## config.mk

```make
export PLATFORM = sky130hd
export DESIGN_NAME = mdu_issue
export DESIGN_NICKNAME = d
export VERILOG_FILES = /design/src/rtl/mdu_pkg.sv /design/src/rtl/mdu_div_fastpath.sv /design/src/rtl/mdu_issue.sv
export SDC_FILE = /design/constraint.sdc
export NUM_CORES = 1
export LEC_CHECK = 0
export BUFFER_PORTS_ARGS = -buffer_cell sky130_fd_sc_hd__buf_2
export CORE_ASPECT_RATIO = 1.1
export CORE_MARGIN = 2
export CORE_UTILIZATION = 24
export DETAILED_ROUTE_END_ITERATION = 7
export GPL_TIMING_DRIVEN = 0
export SLEW_MARGIN = 10
export SYNTH_ARGS = -nofsm -noshare
export SYNTH_HDL_FRONTEND = slang
export SYNTH_SLANG_ARGS = --single-unit
```

## constraint.sdc

```tcl
create_clock -name i_clk -period 1.55 [get_ports i_clk]
set_input_delay 0.31 -clock i_clk [delete_from_list [all_inputs] [get_ports i_clk]]
set_output_delay 0.31 -clock i_clk [all_outputs]
set_load 0.01 [all_outputs]
```

## src/rtl/mdu_pkg.sv

```systemverilog
// Shared definitions for the MDU issue/writeback sequencer: op encodings,
// sequencer state encoding and a small op-class helper.
package mdu_pkg;

    localparam logic [2:0] MDU_OP_MUL    = 3'b000;
    localparam logic [2:0] MDU_OP_MULH   = 3'b001;
    localparam logic [2:0] MDU_OP_MULHSU = 3'b010;
    localparam logic [2:0] MDU_OP_MULHU  = 3'b011;
    localparam logic [2:0] MDU_OP_DIV    = 3'b100;
    localparam logic [2:0] MDU_OP_DIVU   = 3'b101;
    localparam logic [2:0] MDU_OP_REM    = 3'b110;
    localparam logic [2:0] MDU_OP_REMU   = 3'b111;

    typedef enum logic [2:0] {
        ST_IDLE  = 3'd0,
        ST_ISSUE = 3'd1,
        ST_WAIT  = 3'd2,
        ST_DRAIN = 3'd3,
        ST_DONE  = 3'd4
    } mdu_state_e;

    // Division family occupies the upper half of the op space.
    function automatic logic is_div_op(input logic [2:0] op);
        return op[2];
    endfunction

endpackage

```

## src/rtl/mdu_div_fastpath.sv

```systemverilog
// Combinational detection and result of trivially-resolvable divisions
// (divide by zero, signed overflow). Only built with MDU_DIV_FASTPATH_EN.
`ifdef MDU_DIV_FASTPATH_EN
module mdu_div_fastpath
    import mdu_pkg::*;
#(
    parameter int P_DATA_MSB = 31
) (
    input  logic [2:0]          i_op,
    input  logic [P_DATA_MSB:0] i_rs1,
    input  logic [P_DATA_MSB:0] i_rs2,
    output logic                o_hit,
    output logic [P_DATA_MSB:0] o_rd
);

    localparam logic [P_DATA_MSB:0] L_ONES = {(P_DATA_MSB+1){1'b1}};
    localparam logic [P_DATA_MSB:0] L_ZERO = {(P_DATA_MSB+1){1'b0}};
    localparam logic [P_DATA_MSB:0] L_MIN  = {1'b1, {P_DATA_MSB{1'b0}}};

    logic w_div;
    logic w_signed;
    logic w_is_rem;
    logic w_zero;
    logic w_ovf;

    assign w_div    = is_div_op(i_op);
    assign w_signed = ~i_op[0];
    assign w_is_rem = i_op[1];
    assign w_zero   = (i_rs2 == L_ZERO);
    assign w_ovf    = w_signed & (i_rs1 == L_MIN) & (i_rs2 == L_ONES);

    // Zero divisor takes precedence; overflow only applies to signed ops.
    always_comb begin
        o_hit = 1'b0;
        o_rd  = L_ZERO;
        if (w_div && w_zero) begin
            o_hit = 1'b1;
            o_rd  = w_is_rem ? i_rs1 : L_ONES;
        end else if (w_div && w_ovf) begin
            o_hit = 1'b1;
            o_rd  = w_is_rem ? L_ZERO : L_MIN;
        end else begin
            o_hit = 1'b0;
        end
    end

endmodule
`endif

```

## src/rtl/mdu_issue.sv

```systemverilog
// Issue/writeback sequencer in front of the MDU. Optional local resolution of
// trivial divisions is enabled by defining MDU_DIV_FASTPATH_EN.
module mdu_issue
    import mdu_pkg::*;
#(
    parameter int P_DATA_MSB = 31,
    parameter int P_TAG_MSB  = 4
) (
    input  logic                i_clk,
    input  logic                i_rst,
    input  logic                i_flush,
    input  logic                i_req_valid,
    output logic                o_req_ready,
    input  logic [2:0]          i_req_op,
    input  logic [P_DATA_MSB:0] i_req_rs1,
    input  logic [P_DATA_MSB:0] i_req_rs2,
    input  logic [P_TAG_MSB:0]  i_req_tag,
    output logic [P_DATA_MSB:0] o_mdu_rs1,
    output logic [P_DATA_MSB:0] o_mdu_rs2,
    output logic [2:0]          o_mdu_op,
    output logic                o_mdu_valid,
    input  logic                i_mdu_ready,
    input  logic [P_DATA_MSB:0] i_mdu_rd,
    output logic                o_wb_valid,
    input  logic                i_wb_ready,
    output logic [P_DATA_MSB:0] o_wb_rd,
    output logic [P_TAG_MSB:0]  o_wb_tag
);

    mdu_state_e          r_state;
    mdu_state_e          w_state_nxt;
    logic [2:0]          r_mdu_op;
    logic [P_DATA_MSB:0] r_mdu_rs1;
    logic [P_DATA_MSB:0] r_mdu_rs2;
    logic [P_TAG_MSB:0]  r_tag;
    logic [P_DATA_MSB:0] r_wb_rd;
    logic                w_accept;
    logic                w_fast_hit;

`ifdef MDU_DIV_FASTPATH_EN
    logic [P_DATA_MSB:0] w_fast_rd;

    mdu_div_fastpath #(.P_DATA_MSB(P_DATA_MSB)) u_fastpath (
        .i_op  (r_mdu_op),
        .i_rs1 (r_mdu_rs1),
        .i_rs2 (r_mdu_rs2),
        .o_hit (w_fast_hit),
        .o_rd  (w_fast_rd)
    );
`else
    assign w_fast_hit = 1'b0;
`endif

    assign o_req_ready = ((r_state == ST_IDLE) | ((r_state == ST_DONE) & i_wb_ready))
                         & ~i_flush & ~i_rst;
    assign w_accept    = i_req_valid & o_req_ready;
    assign o_mdu_valid = (r_state == ST_ISSUE) & ~i_flush & ~w_fast_hit;
    assign o_wb_valid  = (r_state == ST_DONE);
    assign o_mdu_op    = r_mdu_op;
    assign o_mdu_rs1   = r_mdu_rs1;
    assign o_mdu_rs2   = r_mdu_rs2;
    assign o_wb_rd     = r_wb_rd;
    assign o_wb_tag    = r_tag;

    // Next-state logic; flush outranks accept and the writeback handshake.
    always_comb begin
        w_state_nxt = r_state;
        case (r_state)
            ST_IDLE: begin
                if (w_accept) w_state_nxt = ST_ISSUE;
                else          w_state_nxt = ST_IDLE;
            end
            ST_ISSUE: begin
                if (i_flush)         w_state_nxt = ST_IDLE;
                else if (w_fast_hit) w_state_nxt = ST_DONE;
                else                 w_state_nxt = ST_WAIT;
            end
            ST_WAIT: begin
                // A strobe coincident with flush completes the op: nothing left to drain.
                if (i_flush && i_mdu_ready) w_state_nxt = ST_IDLE;
                else if (i_flush)           w_state_nxt = ST_DRAIN;
                else if (i_mdu_ready)       w_state_nxt = ST_DONE;
                else                        w_state_nxt = ST_WAIT;
            end
            ST_DRAIN: begin
                if (i_mdu_ready) w_state_nxt = ST_IDLE;
                else             w_state_nxt = ST_DRAIN;
            end
            ST_DONE: begin
                if (i_flush)         w_state_nxt = ST_IDLE;
                else if (w_accept)   w_state_nxt = ST_ISSUE;
                else if (i_wb_ready) w_state_nxt = ST_IDLE;
                else                 w_state_nxt = ST_DONE;
            end
            default: w_state_nxt = ST_IDLE;
        endcase
    end

    // State register.
    always_ff @(posedge i_clk) begin
        if (i_rst) r_state <= ST_IDLE;
        else       r_state <= w_state_nxt;
    end

    // Request capture and result capture; operands change only on accept.
    always_ff @(posedge i_clk) begin
        if (i_rst) begin
            r_mdu_op  <= 3'b000;
            r_mdu_rs1 <= {(P_DATA_MSB+1){1'b0}};
            r_mdu_rs2 <= {(P_DATA_MSB+1){1'b0}};
            r_tag     <= {(P_TAG_MSB+1){1'b0}};
            r_wb_rd   <= {(P_DATA_MSB+1){1'b0}};
        end else begin
            if (w_accept) begin
                r_mdu_op  <= i_req_op;
                r_mdu_rs1 <= i_req_rs1;
                r_mdu_rs2 <= i_req_rs2;
                r_tag     <= i_req_tag;
            end
            if ((r_state == ST_WAIT) && i_mdu_ready && !i_flush) begin
                r_wb_rd <= i_mdu_rd;
            end
`ifdef MDU_DIV_FASTPATH_EN
            if ((r_state == ST_ISSUE) && w_fast_hit && !i_flush) begin
                r_wb_rd <= w_fast_rd;
            end
`endif
        end
    end

endmodule

```

# After elaboration in Yosys (flattened, before gate mapping)
# Index checks and enable logic that the tools add are counted.
[totals] in_bits=110 reg_bits=107 wordCells=33
[classes] n_eq_ne=4 n_reduce_logical=5 n_bitwise=8 mux=10
[ops] operator="two-way mux 3 bit" n=6
[ops] operator="one-hot mux 3 bit (5 select lines)" n=1
[ops] operator="equality test 3 x 2 -> 1 bit, second input constant" n=2
[ops] operator="bitwise AND 1 bit" n=5
[ops] operator="two-way mux 2 bit" n=2
[ops] operator="equality test 3 x 1 -> 1 bit, second input constant" n=1
[ops] operator="equality test 3 bit, second input constant" n=1
[ops] operator="logical AND 1 bit" n=3
[ops] operator="logical NOT 3 bit" n=1
[ops] operator="inverter 1 bit" n=2
[ops] operator="logical NOT 1 bit" n=1
[ops] operator="two-way mux 1 bit" n=1
[ops] operator="bitwise OR 1 bit" n=1

# Longest topological paths before layout
# Gate-level depths: netlist of the first run.
[logic_depth] depth_word=9 mapped_depth=5

# Worst setup path after synthesis of the first run
# OpenSTA, ideal clock, no wires.
[synth_timing] kind="reg2reg" startpoint="reg r_state[1]" endpoint="reg r_mdu_rs2[21], in the netlist o_mdu_rs2[21]" path_stages_with_launch=6 required_ns=1.429 path_buffers=2 slack_ns=-0.065 arrival_time_ns=1.493 path_cell_list="dfxtp_1 > nor4_4 > nand3_2 > buf_6 > buf_6 > mux2_4"
[synth_via] elab_chain_len=6
[synth_lines] element="start, declared" line="mdu_issue.sv:30" source="mdu_state_e r_state;"
[synth_lines] element="start signal, assigned" line="mdu_issue.sv:102" source="else r_state <= w_state_nxt;"
[synth_lines] element="equality test 3 bit" line="mdu_issue.sv:54" source="assign o_req_ready = ((r_state == ST_IDLE) | ((r_state == ST_DONE) & i_wb_ready))"
[synth_lines] element="bitwise AND 1 bit" line="mdu_issue.sv:54"
[synth_lines] element="bitwise OR 1 bit (*)" line="mdu_issue.sv:54"
[synth_lines] element="bitwise AND 1 bit (*) (2 in series)" line="mdu_issue.sv:55" source="& ~i_flush & ~i_rst;"
[synth_lines] element="bitwise AND 1 bit (*)" line="mdu_issue.sv:56" source="assign w_accept = i_req_valid & o_req_ready;"
[synth_lines] element="end signal, assigned" line="mdu_issue.sv:110" source="r_mdu_rs2 <= {(P_DATA_MSB+1){1'b0}};"
[synth_lines] element="end signal, assigned" line="mdu_issue.sv:117" source="r_mdu_rs2 <= i_req_rs2;"
[synth_lines] element="end, declared" line="mdu_issue.sv:34" source="logic [P_DATA_MSB:0] r_mdu_rs2;"
# Mark *: on every way between the ends. The rest lies on a longest branch, timed or not.
# A chain may end at the register's enable or synchronous reset.

# Worst setup path after layout of the first run
[layout_timing] startpoint="reg r_state[0]" endpoint="out o_req_ready"
[layout_via] elab_chain_len=5
[layout_lines] element="equality test 3 bit" line="mdu_issue.sv:54"
[layout_lines] element="bitwise AND 1 bit" line="mdu_issue.sv:54"
[layout_lines] element="bitwise OR 1 bit (*)" line="mdu_issue.sv:54"
[layout_lines] element="bitwise AND 1 bit (*) (2 in series)" line="mdu_issue.sv:55"
[layout_lines] element="end, declared" line="mdu_issue.sv:13" source="output logic o_req_ready,"
# Marked as above.

==> run summary, run 1 <==
CTS tree: yes
width of the die: 134 um
Pre-Repair DR Iteration Count: 4
Tcrit/Tclk final: 115%
Mapped Area: 4480 um2
Fin Clk Skew: 8.12 ps
via count of the routed design: 3,607
Initial Util: 24.4%
drt total wl: 12,100 um
DR DRC count: 0
first-pass GRT wire length: 18,700 um
Worst IR Drop VDD: 0.594 mV
Final Setup Violations: 70
post-route minimum period: 1790 ps
Slew headroom: 60.0%
WL/cell: 13.6 um
multiplexer share of the synthesized area: 25.6%
H-Tree Depth: 3
Port-buffer cells: 216
Post-Synthesis Cells: 398
Hold Path Class: input pin to register
NetSw: 0.00142 W
Nets: 753
Slew @ Worst Pin: 600 ps
DR vias/cell: 4.05
Die Ht: 147 um
initial antenna violation count: 0
Total GRT Usage: 12.0%
Crit Path Max Fanout: 5
DP HPWL: 8810 um
Yosys cell types: 25
Mean Syn Cell Area: 11.3 um2
yosys synthesis warning count: 0
Area Overhead vs Synth: 47.7%
CTS root buf: clkbuf_16
commonest non-fill, non-tap cell in the layout: buf_2
max-slew violations: 0
final hold vios: 0
1st-iter DRT viols: 82
share of cells above drive strength 1: 53.1%
core box area: 18,300 um2
Power, Total: 0.00614 W
most frequent cells in the layout: buf_2, dfxtp_1, nor2b_1, nand2b_1, mux2_2
combinational power share: 12.5%
post-route ant nets: 0
CTS sink count: 107
row count: 52
largest net degree at the start of global routing: 18
Worst-Skew Late Latency: 350 ps
Max Cap Viol: 0
Req. time, crit path: 1240 ps
WP data arrival: 1480 ps
Crit. End Element: output pin
Leakage: 3.13 nW
n_diodes: 0
largest family of logic cells by synthesized area: multiplexers
IO Count: 217
P per Cell Area: 928 nW/um2
Synth Area in Compound Gates: 2.12%
Placed Area: 5870 um2
Placed Cells: 857
Max Root-Sink Buffers: 2
CTS Buf Count: 9
Max Clk Rate: 560 MHz
Post-Synth Simple-Gate Area: 21.3%
RSZ-0062 raised after global routing: true
setup ws final: -237 ps
failing checks: setup timing
part of the power in the clock network: 40.3%
die area: 19,800 um2
total gr overflow: 0
synthesized-area fraction occupied by adder cells: 0%
Post-Synth XOR/XNOR Area: 0%
Switching Share: 23.1%
Post-Place Setup Slack: -511 ps
CTS clock-pin slew for the worst setup and hold paths: 70 ps
register share of total power: 47.2%
crit path launch type: register
non-filler cells, final: 891
GP Congestion: 0.716
Yosys reg bits: 107
CP Class: register to output pin
net count after synthesis: 508
vias in the first global route: 3,694
CTS hold repair buffers: 0
P_int: 0.00472 W
Design Area, Final: 6620 um2
sequential element share of the synthesized area: 47.8%
status: finished with violations
final timing paths:
kind	from	slack [ps]	depth (start not counted)	to
worst max-delay path	r_state[0]	-240	3	o_req_ready
worst min register to register	o_wb_rd[20]	470	2	o_wb_rd[20]
worst max register to register	r_state[0]	-160	5	o_mdu_rs1[0]
worst min-delay path	i_req_rs2[11]	190	2	o_mdu_rs2[11]
cell type report:
cell class              count  area (um2)
plain buffers              24         185
clock buffers              10         229
clock inverters             6        90.1
fillers                  1877       11700
inverters                   1        3.75
multi-input cells         264        2270
flip-flops and latches    107        2150
well taps                 243         304
repair buffers            236        1390
cell usage after synthesis (all sizes together):
cell | n | area share (%)
nand3 | 1 | 0.22
nor3b | 1 | 0.17
nand2b | 66 | 9.2
inv | 1 | 0.084
dfxtp | 107 | 48
o211ai | 1 | 0.17
nand2 | 1 | 0.084
mux2i | 32 | 7.2
buf | 10 | 1.7
nor2 | 4 | 0.34
nand4 | 5 | 0.70
clkbuf | 16 | 1.3
nor2b | 68 | 9.5
o21ba | 1 | 0.22
a21oi | 7 | 0.78
o31ai | 5 | 0.84
o21ai | 1 | 0.11
nor4b | 1 | 0.20
nor4 | 2 | 0.75
mux2 | 67 | 18
or4 | 1 | 0.17
critical path, cell delays in order (launching register included):
cell and delay, ps:
dfxtp_4 370, or4_4 550, nor2_4 100, buf_6 110
state kept, by name, indices dropped and copies added, names as in the netlist:
name,flops
o_mdu_rs1,32
o_mdu_rs2,32
o_wb_rd,32
o_wb_tag,5
o_mdu_op,3
r_state,3
repair_timing:
action | CTS | global route
pin swaps | 4 | 3
endpoints found under the setup margin | 108 | 74
gates resized for setup | 44 | 7
buffers inserted | 12 | 2
hold endpoints to repair | 0 | 0
cloned | 6 | 0
power groups by stage:
stage	Combinational (W)	Sequential, W	Clock, W
after global placement	0.000674	0.00296	0
after global routing	0.000832	0.00291	0.00271
final	0.000769	0.00290	0.00247
after detailed placement	0.000681	0.00296	0
after floorplan	0.000305	0.00302	0
after CTS	0.000776	0.00290	0.00259
stage by stage:
stage / setup TNS [ps] / util (%) / hold slack (ps)
floorplan: -357 / - / 453
global placement: -42760 / 32.0 / 456
detailed placement: -43260 / 32.0 / 460
CTS: -9370 / 35.9 / 159
global route: -12390 / 36.1 / 156
finish: -7430 / 36.1 / 185
routing by layer:
| metal | global-route usage (%) | vias up | wire length (um) |
|---|---|---|---|
| met5 | 0 | - | 0 |
| met4 | 3.47 | 0 | 119 |
| met3 | 4.52 | 9 | 951 |
| met2 | 20.1 | 138 | 5610 |
| met1 | 14.3 | 1641 | 5400 |
| li1 | - | 1819 | - |
cells by family after synthesis:
logic type	after synthesis
buffers and inverters	27
DFF	107
and+or+nand+nor	150
muxes	99
AOI/OAI and AO/OA	15
(Power assumes the default switching activity.)
==> run 2: changes to the inputs <==
--- a/config.mk
+++ b/config.mk
@@ -7,7 +7,6 @@
 export LEC_CHECK = 0
 export BUFFER_PORTS_ARGS = -buffer_cell sky130_fd_sc_hd__buf_2
 export CORE_ASPECT_RATIO = 1.1
-export CORE_MARGIN = 2
 export CORE_UTILIZATION = 24
 export DETAILED_ROUTE_END_ITERATION = 7
 export GPL_TIMING_DRIVEN = 0
==> constraint.sdc (replaced) <==
create_clock -name i_clk -period 1.55 [get_ports i_clk]
set_input_delay 0.31 -clock i_clk [delete_from_list [all_inputs] [get_ports i_clk]]
set_output_delay 0.31 -clock i_clk [all_outputs]
set_load 0.02 [all_outputs]
==> run summary, run 2 (synthesis results as in run 1) <==
post-route minimum period: 1790 ps (+0.129 ps)
DR vias/cell: 4.06 (+0.37%)
drt total wl: 11,900 um (-1.6%)
first-pass GRT wire length: 18,900 um (+1.1%)
DP HPWL: 8600 um (-2.4%)
total gr overflow: 0 (unchanged)
share of cells above drive strength 1: 53.0% (-0.14 points)
Max Clk Rate: 560 MHz (about the same)
WP data arrival: 1480 ps (about the same)
worst reg2reg path depth: 5 (unchanged)
CTS root buf: clkbuf_16
CTS tree: yes
combinational power share: 13.6% (+1.1 points)
Slowest-stage cell, CP: or4_4
P_int: 0.00455 W (-3.6%)
CP startpoint: r_state[0]
WL/cell: 13.4 um (-1.2%)
Fin Clk Skew: 7.50 ps (-0.619 ps)
CTS sink count: 107 (unchanged)
post-route ant nets: 0 (unchanged)
n_diodes: 0 (unchanged)
Worst-Skew Late Latency: 360 ps (about the same)
Post-Place Setup Slack: -530 ps (-19.7 ps)
commonest non-fill, non-tap cell in the layout: buf_2
TNS Setup: -2920 ps (+4500 ps)
reg-to-reg startpoint: r_state[0]
CTS hold repair buffers: 0 (unchanged)
die area: 19,200 um2 (-2.8%)
register share of total power: 47.4% (+0.2 points)
most frequent cells in the layout: buf_2, dfxtp_1, nor2b_1, nand2b_1, mux2_2
CTS Buf Count: 9 (unchanged)
Max Root-Sink Buffers: 2 (unchanged)
status: finished with violations
CP Class: register to output pin
final hold vios: 0 (unchanged)
P per Cell Area: 932 nW/um2 (+0.45%)
part of the power in the clock network: 39.0% (-1.3 points)
core box area: 18,300 um2 (unchanged)
Max Cap Viol: 0 (unchanged)
Switching Share: 25.5% (+2.4 points)
Worst IR Drop VDD: 0.504 mV (-15%)
max-slew violations: 0 (unchanged)
CP cell instances: or4_4, nor2_4, buf_6
NetSw: 0.00156 W (+9.7%)
1st-iter DRT viols: 106 (+29%)
failing checks: setup timing
CP delay by family, top: simple AND/OR/NAND/NOR gates
Nets: 749 (-0.53%)
crit path launch type: register
area taken by multi-input logic gates: 2260 um2 (-0.17%)
Port-buffer cells: 216 (unchanged)
Slew @ Worst Pin: 641 ps (+41.7 ps)
RSZ-0062 raised after global routing: true
Tcrit/Tclk final: 115% (about the same)
IO Count: 217 (unchanged)
Slew headroom: 57.2% (-2.8 points)
DR DRC count: 0 (unchanged)
Final Setup Violations: 64 (-8.6%)
initial antenna violation count: 0 (unchanged)
Area Overhead vs Synth: 46.3%
Levels on crit path: 3 (unchanged)
min-delay src: i_req_rs1[14]
worst hold path depth: 2 (unchanged)
CTS clock-pin slew for the worst setup and hold paths: 80 ps (about the same)
CP bufs+invs: 1 (unchanged)
end-of-flow core utilization: 35.7% (-0.35 points)
max incr delay on CP: 540 ps (about the same)
largest net degree at the start of global routing: 19 (+1)
GP Congestion: 0.733 (+2.3%)
vias in the first global route: 3,621 (-2.0%)
width of the die: 132 um (-1.5%)
Crit Path Max Fanout: 5 (unchanged)
Pre-Repair DR Iteration Count: 4 (unchanged)
H-Tree Depth: 3 (unchanged)
fillers: 1,892 (+0.80%)
via count of the routed design: 3,604 (-0.083%)
Initial Util: 24.4% (unchanged)
row count: 52 (unchanged)
Hold Path Class: input pin to register
Total GRT Usage: 12.6% (+0.63 points)
setup ws final: -237 ps (-0.129 ps)
sequential cell area: 2150 um2 (+0.23%)
Die Ht: 145 um (-1.4%)
Crit. End Element: output pin
Leakage: 3.09 nW (-1.3%)
Req. time, crit path: 1240 ps (about the same)
run 2: changes by cell type in the layout (fill, tap and decap cells not counted), moves of 2 or more:
cell | previous run | this run
buf_16 | 6 | 3
dfxtp_2 | 2 | 0
dfxtp_4 | 1 | 3
buf_12 | 3 | 6
buf_4 | 9 | 6
run 2: stage by stage:
stage                     instances  area (um2)  power (W)  hold slack [ps]
after detailed placement        857        5880    0.00372              462
after floorplan                 398        4490    0.00340              453
final                           887        6550    0.00611              173
after CTS                       887        6530    0.00622              150
after global placement          857        5880    0.00372              455
after global routing            887        6550    0.00640              151
run 2: final cells by class:
cell class | count | area share (%)
Clock buffer | 9 | 3.44
Buffer | 24 | 3.00
Timing Repair Buffer | 232 | 20.3
Tap cell | 243 | 4.64
Clock inverter | 7 | 1.18
Sequential cell | 107 | 32.9
Multi-Input combinational cell | 264 | 34.5
Inverter | 1 | 0.0573
run 2: final timing paths:
check             endpoint  slack (ps)
min          o_mdu_rs1[14]         170
max reg2reg   o_mdu_rs1[3]         -80
max            o_req_ready        -240
min reg2reg   o_mdu_rs1[6]         470
run 2: power groups by stage:
stage          combinational, W  clock [W]  sequential, W
2_1_floorplan          0.000307          0        0.00309
3_3_place_gp           0.000756          0        0.00296
3_5_place_dp           0.000758          0        0.00296
4_1_cts                0.000843    0.00248        0.00290
5_1_grt                0.000893    0.00260        0.00291
6_report               0.000829    0.00238        0.00289
run 2: per-layer routing:
layer	part of all wire, %	vias to the layer above	global-route usage (%)
met5	0	-	0
met4	1.0	0	3.79
met3	7.7	7	4.82
met2	46	136	20.6
met1	45	1651	15.3
li1	-	1810	-
run 2: timing repair:
item / CTS / global route
resized for setup: 39 / 13
endpoints found under the setup margin: 108 / 102
pin swaps: 4 / 0
gates cloned: 5 / 0
buffers inserted: 11 / 2
